**src/rtl/spi_master.sv**
```systemverilog
`default_nettype none
// ============================================================================
// Module   : spi_master
// Purpose  : Host-side SPI master (mode 0) for the command/address/data
//            register protocol. Divides clk down to sclk and shifts out a
//            command byte, an address byte and 1-16 data bytes MSB-first.
//            For read commands (cmd[0]=1) it collects the miso bytes.
// Params   : CLK_DIV - sclk half-period in clk cycles (>= 2)
//            CNT_W   - divider counter width (2^CNT_W > CLK_DIV)
// Ports    : clk, rst            - system clock, synchronous active-high reset
//            start, cmd, addr,   - transaction request (sampled when !busy)
//            len
//            tx_data / tx_ack    - write byte supply / one-cycle consume pulse
//            rx_data / rx_valid  - received byte / one-cycle update pulse
//            busy, done          - activity flag / end-of-transaction pulse
//            csn, sclk, mosi,    - SPI pins
//            miso
// Macro    : SPI_MASTER_CS_GAP_EN - adds a GAP state that keeps csn high and
//            busy asserted for 2*CLK_DIV cycles after each transaction.
// Revision : 1.0 - initial release
// ============================================================================
module spi_master #(
  parameter int CLK_DIV = 4,
  parameter int CNT_W   = 8
) (
  input  logic       clk,
  input  logic       rst,
  input  logic       start,
  input  logic [7:0] cmd,
  input  logic [7:0] addr,
  input  logic [3:0] len,
  input  logic [7:0] tx_data,
  output logic       tx_ack,
  output logic [7:0] rx_data,
  output logic       rx_valid,
  output logic       busy,
  output logic       done,
  output logic       csn,
  output logic       sclk,
  output logic       mosi,
  input  logic       miso
);

  localparam logic [CNT_W-1:0] DIV_LAST = CNT_W'(CLK_DIV - 1);

  typedef enum logic [2:0] {
    IDLE  = 3'd0,
    SETUP = 3'd1,
    SHIFT = 3'd2,
    HOLD  = 3'd3,
    GAP   = 3'd4
  } state_t;

  state_t           state;
  state_t           state_nxt;
  logic [CNT_W-1:0] div_cnt;
  logic [7:0]       bit_cnt;     // index of the bit currently on the wire
  logic [7:0]       last_bit;    // index of the final bit, 16 + 8*(len+1) - 1
  logic [7:0]       cmd_r;
  logic [7:0]       addr_r;
  logic [6:0]       tx_sh;       // remaining bits of the current write byte
  logic [6:0]       rx_sh;
  logic             mosi_r;
  logic             gap_half;

  logic             div_end;
  logic             accept;
  logic             sclk_rise;
  logic             sclk_fall;
  logic             last_fall;
  logic             hold_end;
  logic             gap_end;
  logic [7:0]       nb;
  logic             byte_boundary;
  logic             ack_set;
  logic             rx_sample;
  logic             next_bit;

  assign div_end       = (div_cnt == DIV_LAST);
  assign nb            = bit_cnt + 8'd1;
  assign byte_boundary = (nb >= 8'd16) && (nb[2:0] == 3'd0);
  assign ack_set       = sclk_fall && !last_fall && !cmd_r[0] && byte_boundary;
  // First clk cycle of each sclk-high phase in the data phase of a read.
  assign rx_sample     = (state == SHIFT) && sclk && (div_cnt == '0) &&
                         (bit_cnt >= 8'd16) && cmd_r[0];

  // The MSB of a write byte goes out in the same cycle tx_ack requests it,
  // so mosi bypasses the register while tx_ack is high.
  assign mosi = tx_ack ? tx_data[7] : mosi_r;

  // Bit presented after the falling edge that ends bit bit_cnt.
  always_comb begin
    next_bit = 1'b0;
    if (nb < 8'd8) begin
      next_bit = cmd_r[~nb[2:0]];
    end else if (nb < 8'd16) begin
      next_bit = addr_r[~nb[2:0]];
    end else if (!cmd_r[0] && !byte_boundary) begin
      next_bit = tx_sh[~nb[2:0]];
    end
  end

  always_comb begin
    state_nxt = state;
    accept    = 1'b0;
    sclk_rise = 1'b0;
    sclk_fall = 1'b0;
    last_fall = 1'b0;
    hold_end  = 1'b0;
    gap_end   = 1'b0;
    case (state)
      IDLE: begin
        if (start) begin
          accept    = 1'b1;
          state_nxt = SETUP;
        end
      end
      SETUP: begin
        if (div_end) begin
          sclk_rise = 1'b1;
          state_nxt = SHIFT;
        end
      end
      SHIFT: begin
        if (div_end) begin
          if (!sclk) begin
            sclk_rise = 1'b1;
          end else begin
            sclk_fall = 1'b1;
            if (bit_cnt == last_bit) begin
              last_fall = 1'b1;
              state_nxt = HOLD;
            end
          end
        end
      end
      HOLD: begin
        if (div_end) begin
          hold_end  = 1'b1;
`ifdef SPI_MASTER_CS_GAP_EN
          state_nxt = GAP;
`else
          state_nxt = IDLE;
`endif
        end
      end
      GAP: begin
        // Two divider periods: first sets gap_half, second ends the gap.
        if (div_end && gap_half) begin
          gap_end   = 1'b1;
          state_nxt = IDLE;
        end
      end
      default: state_nxt = IDLE;
    endcase
  end

  always_ff @(posedge clk) begin
    if (rst) begin
      state    <= IDLE;
      div_cnt  <= '0;
      bit_cnt  <= 8'd0;
      last_bit <= 8'd0;
      cmd_r    <= 8'd0;
      addr_r   <= 8'd0;
      tx_sh    <= 7'd0;
      rx_sh    <= 7'd0;
      mosi_r   <= 1'b0;
      gap_half <= 1'b0;
      csn      <= 1'b1;
      sclk     <= 1'b0;
      busy     <= 1'b0;
      done     <= 1'b0;
      tx_ack   <= 1'b0;
      rx_valid <= 1'b0;
      rx_data  <= 8'h00;
    end else begin
      state    <= state_nxt;
      done     <= 1'b0;
      rx_valid <= 1'b0;
      tx_ack   <= ack_set;

      if (state == IDLE || div_end) begin
        div_cnt <= '0;
      end else begin
        div_cnt <= div_cnt + CNT_W'(1);
      end

      if (accept) begin
        cmd_r    <= cmd;
        addr_r   <= addr;
        last_bit <= 8'd23 + {1'b0, len, 3'b000};
        bit_cnt  <= 8'd0;
        mosi_r   <= cmd[7];
        csn      <= 1'b0;
        busy     <= 1'b1;
        gap_half <= 1'b0;
      end

      if (sclk_rise) begin
        sclk <= 1'b1;
      end

      if (sclk_fall) begin
        sclk    <= 1'b0;
        bit_cnt <= nb;
        mosi_r  <= last_fall ? 1'b0 : next_bit;
      end

      // Write byte is consumed at the end of the tx_ack cycle.
      if (tx_ack) begin
        tx_sh  <= tx_data[6:0];
        mosi_r <= tx_data[7];
      end

      if (rx_sample) begin
        rx_sh <= {rx_sh[5:0], miso};
        if (bit_cnt[2:0] == 3'd7) begin
          rx_data  <= {rx_sh, miso};
          rx_valid <= 1'b1;
        end
      end

      if (hold_end) begin
        csn      <= 1'b1;
        done     <= 1'b1;
        gap_half <= 1'b0;
`ifdef SPI_MASTER_CS_GAP_EN
        busy     <= 1'b1;
`else
        busy     <= 1'b0;
`endif
      end

      if (state == GAP && div_end) begin
        gap_half <= 1'b1;
      end

      if (gap_end) begin
        busy <= 1'b0;
      end
    end
  end

endmodule
`default_nettype wire
```
**config.mk**
```make
export PLATFORM = sky130hd
export DESIGN_NAME = spi_master
export DESIGN_NICKNAME = d
export VERILOG_FILES = /design/src/rtl/spi_master.sv
export SDC_FILE = /design/constraint.sdc
export NUM_CORES = 1
export LEC_CHECK = 0
export CAP_MARGIN = 15
export CORE_ASPECT_RATIO = 2
export CORE_UTILIZATION = 50
export DETAILED_ROUTE_END_ITERATION = 8
export GPL_TIMING_DRIVEN = 0
export PLACE_DENSITY = 0.86
export SYNTH_ARGS = -nofsm -noshare
export SYNTH_HDL_FRONTEND = slang
export SYNTH_SLANG_ARGS = --single-unit
```
**constraint.sdc**
```tcl
create_clock -name clk -period 3.6 [get_ports clk]
set_clock_uncertainty 0.15 [all_clocks]
set_input_delay 0.72 -clock clk [delete_from_list [all_inputs] [get_ports clk]]
set_output_delay 0.72 -clock clk [all_outputs]
set_load 0.01 [all_outputs]
```
==> results.cfg <==
[final_layout]
nFillCells = 481
finish.utilization_pct = 66.9
layout.nets = 460
antennaDiodeCount = 0
area.growth.synth_to_final_pct = 28.4
final_cell_area_um2 = 4020
multi_input_combinational_cell_area_um2 = 1610
seq_area_um2 = 1380
fraction_of_final_layout_cells_sized_beyond_drive_strength_1_pct = 9.24

[outcome]
status = complete, but fails checks
violated_checks = design-rule violations

[timing]
setup-tns-final_ns = 0
layout_worst_path_cycle_share_pct = 84.3
worst_pin_slew_ns = 0.738
final.setup.worst_slack_ns = 0.566
setup_viol = 0
timing.final.crit_period_ns = 3.03
grt_setup_unrepaired = no
finalHoldViolCount = 0
fmaxAchievable_ghz = 0.330
timing.max_slew.rel_slack_pct = 50.3
final_max_slew_viol_count = 0

[power]
combinationalPowerShare_pct = 17.1
seq_power_share_pct = 37.9
total_switching_power_mw = 0.590
netSwitchingFraction_pct = 25.4
power_per_cell_area_nw_per_um2 = 577
static-leakage-power_nw = 1.48
totalPowerFinal_mw = 2.32
power.clock.fraction_pct = 45.0
internal_power_mw = 1.73
peakVddDrop_uv = 326

[floorplanning]
initial_utilization_pct = 52.1
dieArea_um2 = 6600
fp.dieW_um = 58.0
core_um2 = 6010
floorplan.rows = 40
die_h_um = 114
num_io_pins = 47

[drt]
vias_per_cell = 5.58
route.antenna.remaining_nets = 0
drtIter0Drc = 131
drt-wirelength-per-cell_um = 15.6
drt_first_pass_iters = 7
finalWirelength_um = 7550
route.vias.total = 2706
detail_route.drc_violations = 3

[setup_path]
worstReg2RegStart = bit_cnt[0]
cp-startpoint = bit_cnt[0]
worst-path-max-fanout = 10
setup.worst_path.start_class = flop
reg2regPathDepth = 9
critPathCaptureType = flop
criticalPathCategory = flop to flop
critical_path_required_ns = 3.68
arrival_ns = 3.11

[cts]
cts_root_buffer = sky130_fd_sc_hd__clkbuf_16
htree_levels = 3
post-cts-setup-buffer-count = 0
postCtsResizedCells = 0
cts.sink_count = 69
tritoncts = yes
cts_inserted_buffers = 9
hold_buffers = 0
worst_skew_pair.late_latency_ns = 0.33
path_clk_slew_ns = 0.05
clk_path_buf_depth = 2

[grt]
overflow = 0
via_count_of_the_first_global_routing_pass = 2842
largest_net_degree_at_the_start_of_global_routing = 12
wire_length_of_the_first_global_routing_pass_um = 12600
antenna_found_initial = 0
grt_util_all_layers_pct = 25.2

[min_path]
timing.hold.worst.class = flop to flop
worstHoldPathCells = 2
timing.hold.worst.start = addr_r[4]

[yosys]
flip_flop_cell_with_the_highest_count_after_synthesis = sky130_fd_sc_hd__dfxtp_1
syn-cell-area_um2 = 3130
syn-mean-instance-area_um2 = 8.67
yosys_register_bits = 69
synth-edff-count = 0
netlist_instances = 361
async_flop_share_pct = 0
synth_seq_area_share_pct = 44.1
ys_warn_count = 0
synth.largest_area_cell = sky130_fd_sc_hd__dfxtp_1
synth.top_cells.by_area = sky130_fd_sc_hd__dfxtp_1, sky130_fd_sc_hd__nand2_1, sky130_fd_sc_hd__nor2_1
mappedNetlistNets = 404
synth_top_cell_area_share_pct = 44.1
synth_cell_type_count = 39

[place]
io_port_bufs = 45
half_perimeter_wire_length_after_detailed_placement_um = 5440
postPlaceCellArea_um2 = 3660
place_ws_ns = 0.646
routabilityCongestion = 0.902

[flow_run]
maxCapViolCount = 0
-- through the flow --
stage          instances  hold slack, ns
6_report             485           0.300
3_5_place_dp         469           0.294
2_1_floorplan        361           0.283
5_1_grt              485           0.317
3_3_place_gp         469           0.290
4_1_cts              485           0.300
-- worst max-delay path: stages, from the launching register on --
cell,delay (ns)
sky130_fd_sc_hd__dfxtp_1,0.47
sky130_fd_sc_hd__buf_2,0.30
sky130_fd_sc_hd__inv_1,0.07
sky130_fd_sc_hd__ha_1,0.27
sky130_fd_sc_hd__clkbuf_1,0.41
sky130_fd_sc_hd__mux4_2,0.41
sky130_fd_sc_hd__mux4_2,0.48
sky130_fd_sc_hd__nand2_1,0.09
sky130_fd_sc_hd__a21oi_1,0.08
sky130_fd_sc_hd__o21a_1,0.19
-- power groups by stage --
| stage | clock network (mW) | logic, mW | registers, mW |
|---|---|---|---|
| after CTS | 1.05 | 0.397 | 0.880 |
| after global routing | 1.09 | 0.442 | 0.887 |
| after floorplan | 0 | 0.265 | 0.881 |
| after detailed placement | 0 | 0.390 | 0.893 |
| after global placement | 0 | 0.375 | 0.888 |
| final | 1.04 | 0.397 | 0.880 |
-- metal layers --
metal  vias up  track usage, %  part of all wire (%)
met4         0            17.0                   4.8
met5         -               0                     0
met2        63            46.2                    55
li1       1340               -                     -
met3        32            5.33                   3.3
met1      1271            24.0                    36
-- cells in the final DEF (no fill, tap or decap), types with 2 or more instances in the layout --
cell type / netlist / routed
sky130_fd_sc_hd__dfxtp_1: 69 / 69
sky130_fd_sc_hd__nand2_1: 65 / 65
sky130_fd_sc_hd__nor2_1: 46 / 46
sky130_fd_sc_hd__clkdlybuf4s50_1: 0 / 45
sky130_fd_sc_hd__a21oi_1: 31 / 31
sky130_fd_sc_hd__clkbuf_1: 17 / 18
sky130_fd_sc_hd__mux2i_1: 16 / 16
sky130_fd_sc_hd__inv_1: 12 / 12
sky130_fd_sc_hd__nand3_1: 12 / 12
sky130_fd_sc_hd__ha_1: 11 / 11
sky130_fd_sc_hd__clkbuf_16: 0 / 9
sky130_fd_sc_hd__xnor2_1: 8 / 8
sky130_fd_sc_hd__a21oi_2: 8 / 8
sky130_fd_sc_hd__and3_1: 6 / 6
sky130_fd_sc_hd__a211oi_1: 6 / 6
sky130_fd_sc_hd__mux4_2: 6 / 6
sky130_fd_sc_hd__xor2_1: 5 / 5
sky130_fd_sc_hd__o21ai_0: 4 / 4
sky130_fd_sc_hd__nor4_1: 4 / 4
sky130_fd_sc_hd__buf_2: 3 / 3
sky130_fd_sc_hd__a31oi_1: 3 / 3
sky130_fd_sc_hd__nand4_1: 3 / 3
sky130_fd_sc_hd__nor3_1: 3 / 3
sky130_fd_sc_hd__clkbuf_8: 0 / 3
sky130_fd_sc_hd__bufinv_16: 0 / 3
sky130_fd_sc_hd__and2_1: 2 / 2
sky130_fd_sc_hd__o22ai_1: 2 / 2
sky130_fd_sc_hd__o31ai_1: 2 / 2
sky130_fd_sc_hd__o21a_1: 2 / 2
sky130_fd_sc_hd__nand3b_1: 2 / 2
-- cell families (layout without fill, tap and decap cells) --
group | Yosys count | after routing | share of synthesized area (%)
AOI/OAI and AO/OA | 62 | 62 | 12.4
adders and majority gates | 11 | 11 | 4.40
xor gates and xnor gates | 13 | 13 | 3.64
muxes | 23 | 23 | 9.79
DFF | 69 | 69 | 44.1
and+or+nand+nor | 149 | 149 | 21.3
buffers and inverters | 34 | 95 | 4.32
-- Yosys cell counts (2+ instances only) --
master                     count
sky130_fd_sc_hd__a31oi_1       3
sky130_fd_sc_hd__o21a_1        2
sky130_fd_sc_hd__nand4_1       3
sky130_fd_sc_hd__mux4_2        6
sky130_fd_sc_hd__and3_1        6
sky130_fd_sc_hd__buf_2         3
sky130_fd_sc_hd__and2_1        2
sky130_fd_sc_hd__nor2_1       46
sky130_fd_sc_hd__inv_1        12
sky130_fd_sc_hd__clkbuf_1     17
sky130_fd_sc_hd__a21oi_1      31
sky130_fd_sc_hd__nand2_1      65
sky130_fd_sc_hd__xnor2_1       8
sky130_fd_sc_hd__ha_1         11
sky130_fd_sc_hd__a211oi_1      6
sky130_fd_sc_hd__nand3_1      12
sky130_fd_sc_hd__nor3_1        3
sky130_fd_sc_hd__mux2i_1      16
sky130_fd_sc_hd__nand3b_1      2
sky130_fd_sc_hd__o21ai_0       4
sky130_fd_sc_hd__a21oi_2       8
sky130_fd_sc_hd__o22ai_1       2
sky130_fd_sc_hd__dfxtp_1      69
sky130_fd_sc_hd__o31ai_1       2
sky130_fd_sc_hd__xor2_1        5
sky130_fd_sc_hd__nor4_1        4
-- cell type report --
class / count / share of cell area [%]
Buffer: 22 / 2.24
Inverter: 12 / 1.12
Sequential cell: 69 / 34.4
Multi-Input combinational cell: 258 / 40.1
Clock buffer: 13 / 6.72
Tap cell: 63 / 1.96
Clock inverter: 3 / 2.24
Timing Repair Buffer: 45 / 11.2
-- final timing paths --
check                    to  slack (ns)
setup / recovery     mosi_r        0.57
hold / removal    addr_r[4]        0.30
setup reg to reg     mosi_r        0.57
hold reg to reg   addr_r[4]        0.30
-- flip-flops by register name, indices dropped and copies added (netlist names) --
register  count
done          1
rx_data       8
busy          1
state         2
bit_cnt       8
tx_ack        1
cmd_r         8
sclk          1
tx_sh         7
mosi_r        1
rx_sh         7
last_bit      6
addr_r        8
csn           1
div_cnt       8
rx_valid      1
(Power assumes the default switching activity.)
==> RTL change: new RTL, config.mk and constraints unchanged <==
Re-encode `state_t` (5 states) as one-hot, 5 bits wide.
--- a/src/rtl/spi_master.sv
+++ b/src/rtl/spi_master.sv
@@ -44,10 +44,10 @@
   localparam logic [CNT_W-1:0] DIV_LAST = CNT_W'(CLK_DIV - 1);
 
-  typedef enum logic [2:0] {
-    IDLE  = 3'd0,
-    SETUP = 3'd1,
-    SHIFT = 3'd2,
-    HOLD  = 3'd3,
-    GAP   = 3'd4
+  typedef enum logic [4:0] {
+    IDLE  = 5'b00001,
+    SETUP = 5'b00010,
+    SHIFT = 5'b00100,
+    HOLD  = 5'b01000,
+    GAP   = 5'b10000
   } state_t;
 
Check against the original RTL: no difference found for any inputs over 10 cycles, from zero or initial values and one cycle with rst high; not proved beyond that.
==> RTL change against the unedited design <==
Cell area up 0.65%; via count increased by 3.2%; synthesized area is 3.0% higher; synthesized cell count rose by 1.4%; sequential cell count up 2; die area rose by 2.9%; setup slack improved by 0.074 ns; wire length increased by 0.54%.
Power is not compared: it rests on default switching activity, and its combinational part moved more than twofold at a synthesized area within 25%.
==> RTL change: results (changes against the unedited design) <==
largest delay contributor family on the critical path buffers and inverters; Final non-clock buffer share 0.138 (+0.00346); Inverters 10 (-2); GRT Total Usage 0.250 (-0.00191); Yosys Warn Count 0 (unchanged); fraction of area in multi-input gates 0.409 (+0.00791); Cell variety after synth 46 (+18%); Resized Gates After CTS 0 (unchanged); xor and xnor area share after synthesis 0.0380 (+0.00167); clock network area share 0.0656 (-0.0241); status completed; met3 routed WL 326 um (+31%); fraction of final layout cells with drive strength greater than 1 0.0798 (-0.0126); met1 Use GR 0.252 (+0.0128); post-CTS setup buffers 0 (unchanged); commonest cells in the netlist dfxtp_1 (71), nand2_1 (50), nor2_1 (47); final worst-path cycle share 0.822 (-0.0207); Multi-In Gates 260 (+0.78%); pre-CTS WS 0.746 ns (+0.0999 ns); arrival time at the worst endpoint 2.09 ns (-1.02 ns); Hold WS 0.304 ns (+0.00372 ns); internal reg-to-reg setup slack 1.08 ns (+0.51 ns); Area growth, synth to finish 25.5%; Synth Area in Adders 0.0272 (-0.0168); Repair and plain buffers 70 (+4.5%); Final GP Congestion 0.868 (-3.8%); Crit-path slowest cell clkdlybuf4s50_1; Post-Route Setup TNS 0 ns (unchanged); final std cells w/o fill 512 (+5.6%); DP Area 3780 um^2 (+3.3%); mux cell area share after synthesis 0.125 (+0.0275); # diodes 0 (unchanged); number of remaining DRC errors 0 (-3); first-pass GRT wire length 12700 um (+0.55%); total routed wirelength 7590 um (+0.54%); DR pass1 iterations 5 (-2); dpl hpwl 5570 um (+2.5%); Slew @ Worst Pin 0.830 ns (+0.0919 ns); Clock Sinks 71 (+2.9%); DP Cell Count 497 (+6.0%); Nets 461 (+0.22%); Syn Nets 405 (+0.25%); TritonCTS Buffers 9 (unchanged); Initial DRC Count 107 (-18%); # fillers 539 (+12%); CLK BUF 11 (-2); Synth Cell Area 3220 um^2 (+3.0%); via count 2792 (+3.2%); M2 GR Usage 0.457 (-0.00525); max incr delay on CP 0.59 ns (+0.11 ns); sequential share of the synthesized area 0.441 (about the same); largest cells by area after synthesis dfxtp_1 (44%), mux2i_1 (8.7%), nand2_1 (5.8%); grt met3 use 0.0681 (+0.0148); number of global-route vias before repair 2840 (-0.070%); register area 1420 um^2 (+2.9%); Mapped Cells 366 (+1.4%); metal2 WL 4290 um (+2.4%); Clock Latency Late Sink 0.34 ns; met1 wire length 2840 um (+3.2%); Synth Area in Compound Gates 0.105 (-0.0195)
[RTL change: cell count changes after synthesis, sizes merged, moves of 4 or more]
| cell | delta |
|---|---|
| o21ai | +6 |
| ha | -4 |
| mux2i | +12 |
| a211oi | -4 |
| nand2 | -15 |
| buf | +4 |
[RTL change: path summary, 6_finish.rpt]
check,endpoint,cells after the start,from
worst max-delay path,mosi,4,tx_ack
worst min-delay path,cmd_r[1],2,cmd_r[1]
worst max register to register,mosi_r,9,bit_cnt[0]
worst min register to register,cmd_r[1],2,cmd_r[1]
[RTL change: power groups by stage]
| stage | registers, mW | logic, mW | clock network, mW |
|---|---|---|---|
| final | 0.835 | 0.166 | 0.797 |
| after global routing | 0.838 | 0.184 | 0.842 |
| after CTS | 0.835 | 0.166 | 0.809 |
| after detailed placement | 0.852 | 0.164 | 0 |
| after global placement | 0.850 | 0.161 | 0 |
| after floorplan | 0.846 | 0.0940 | 0 |
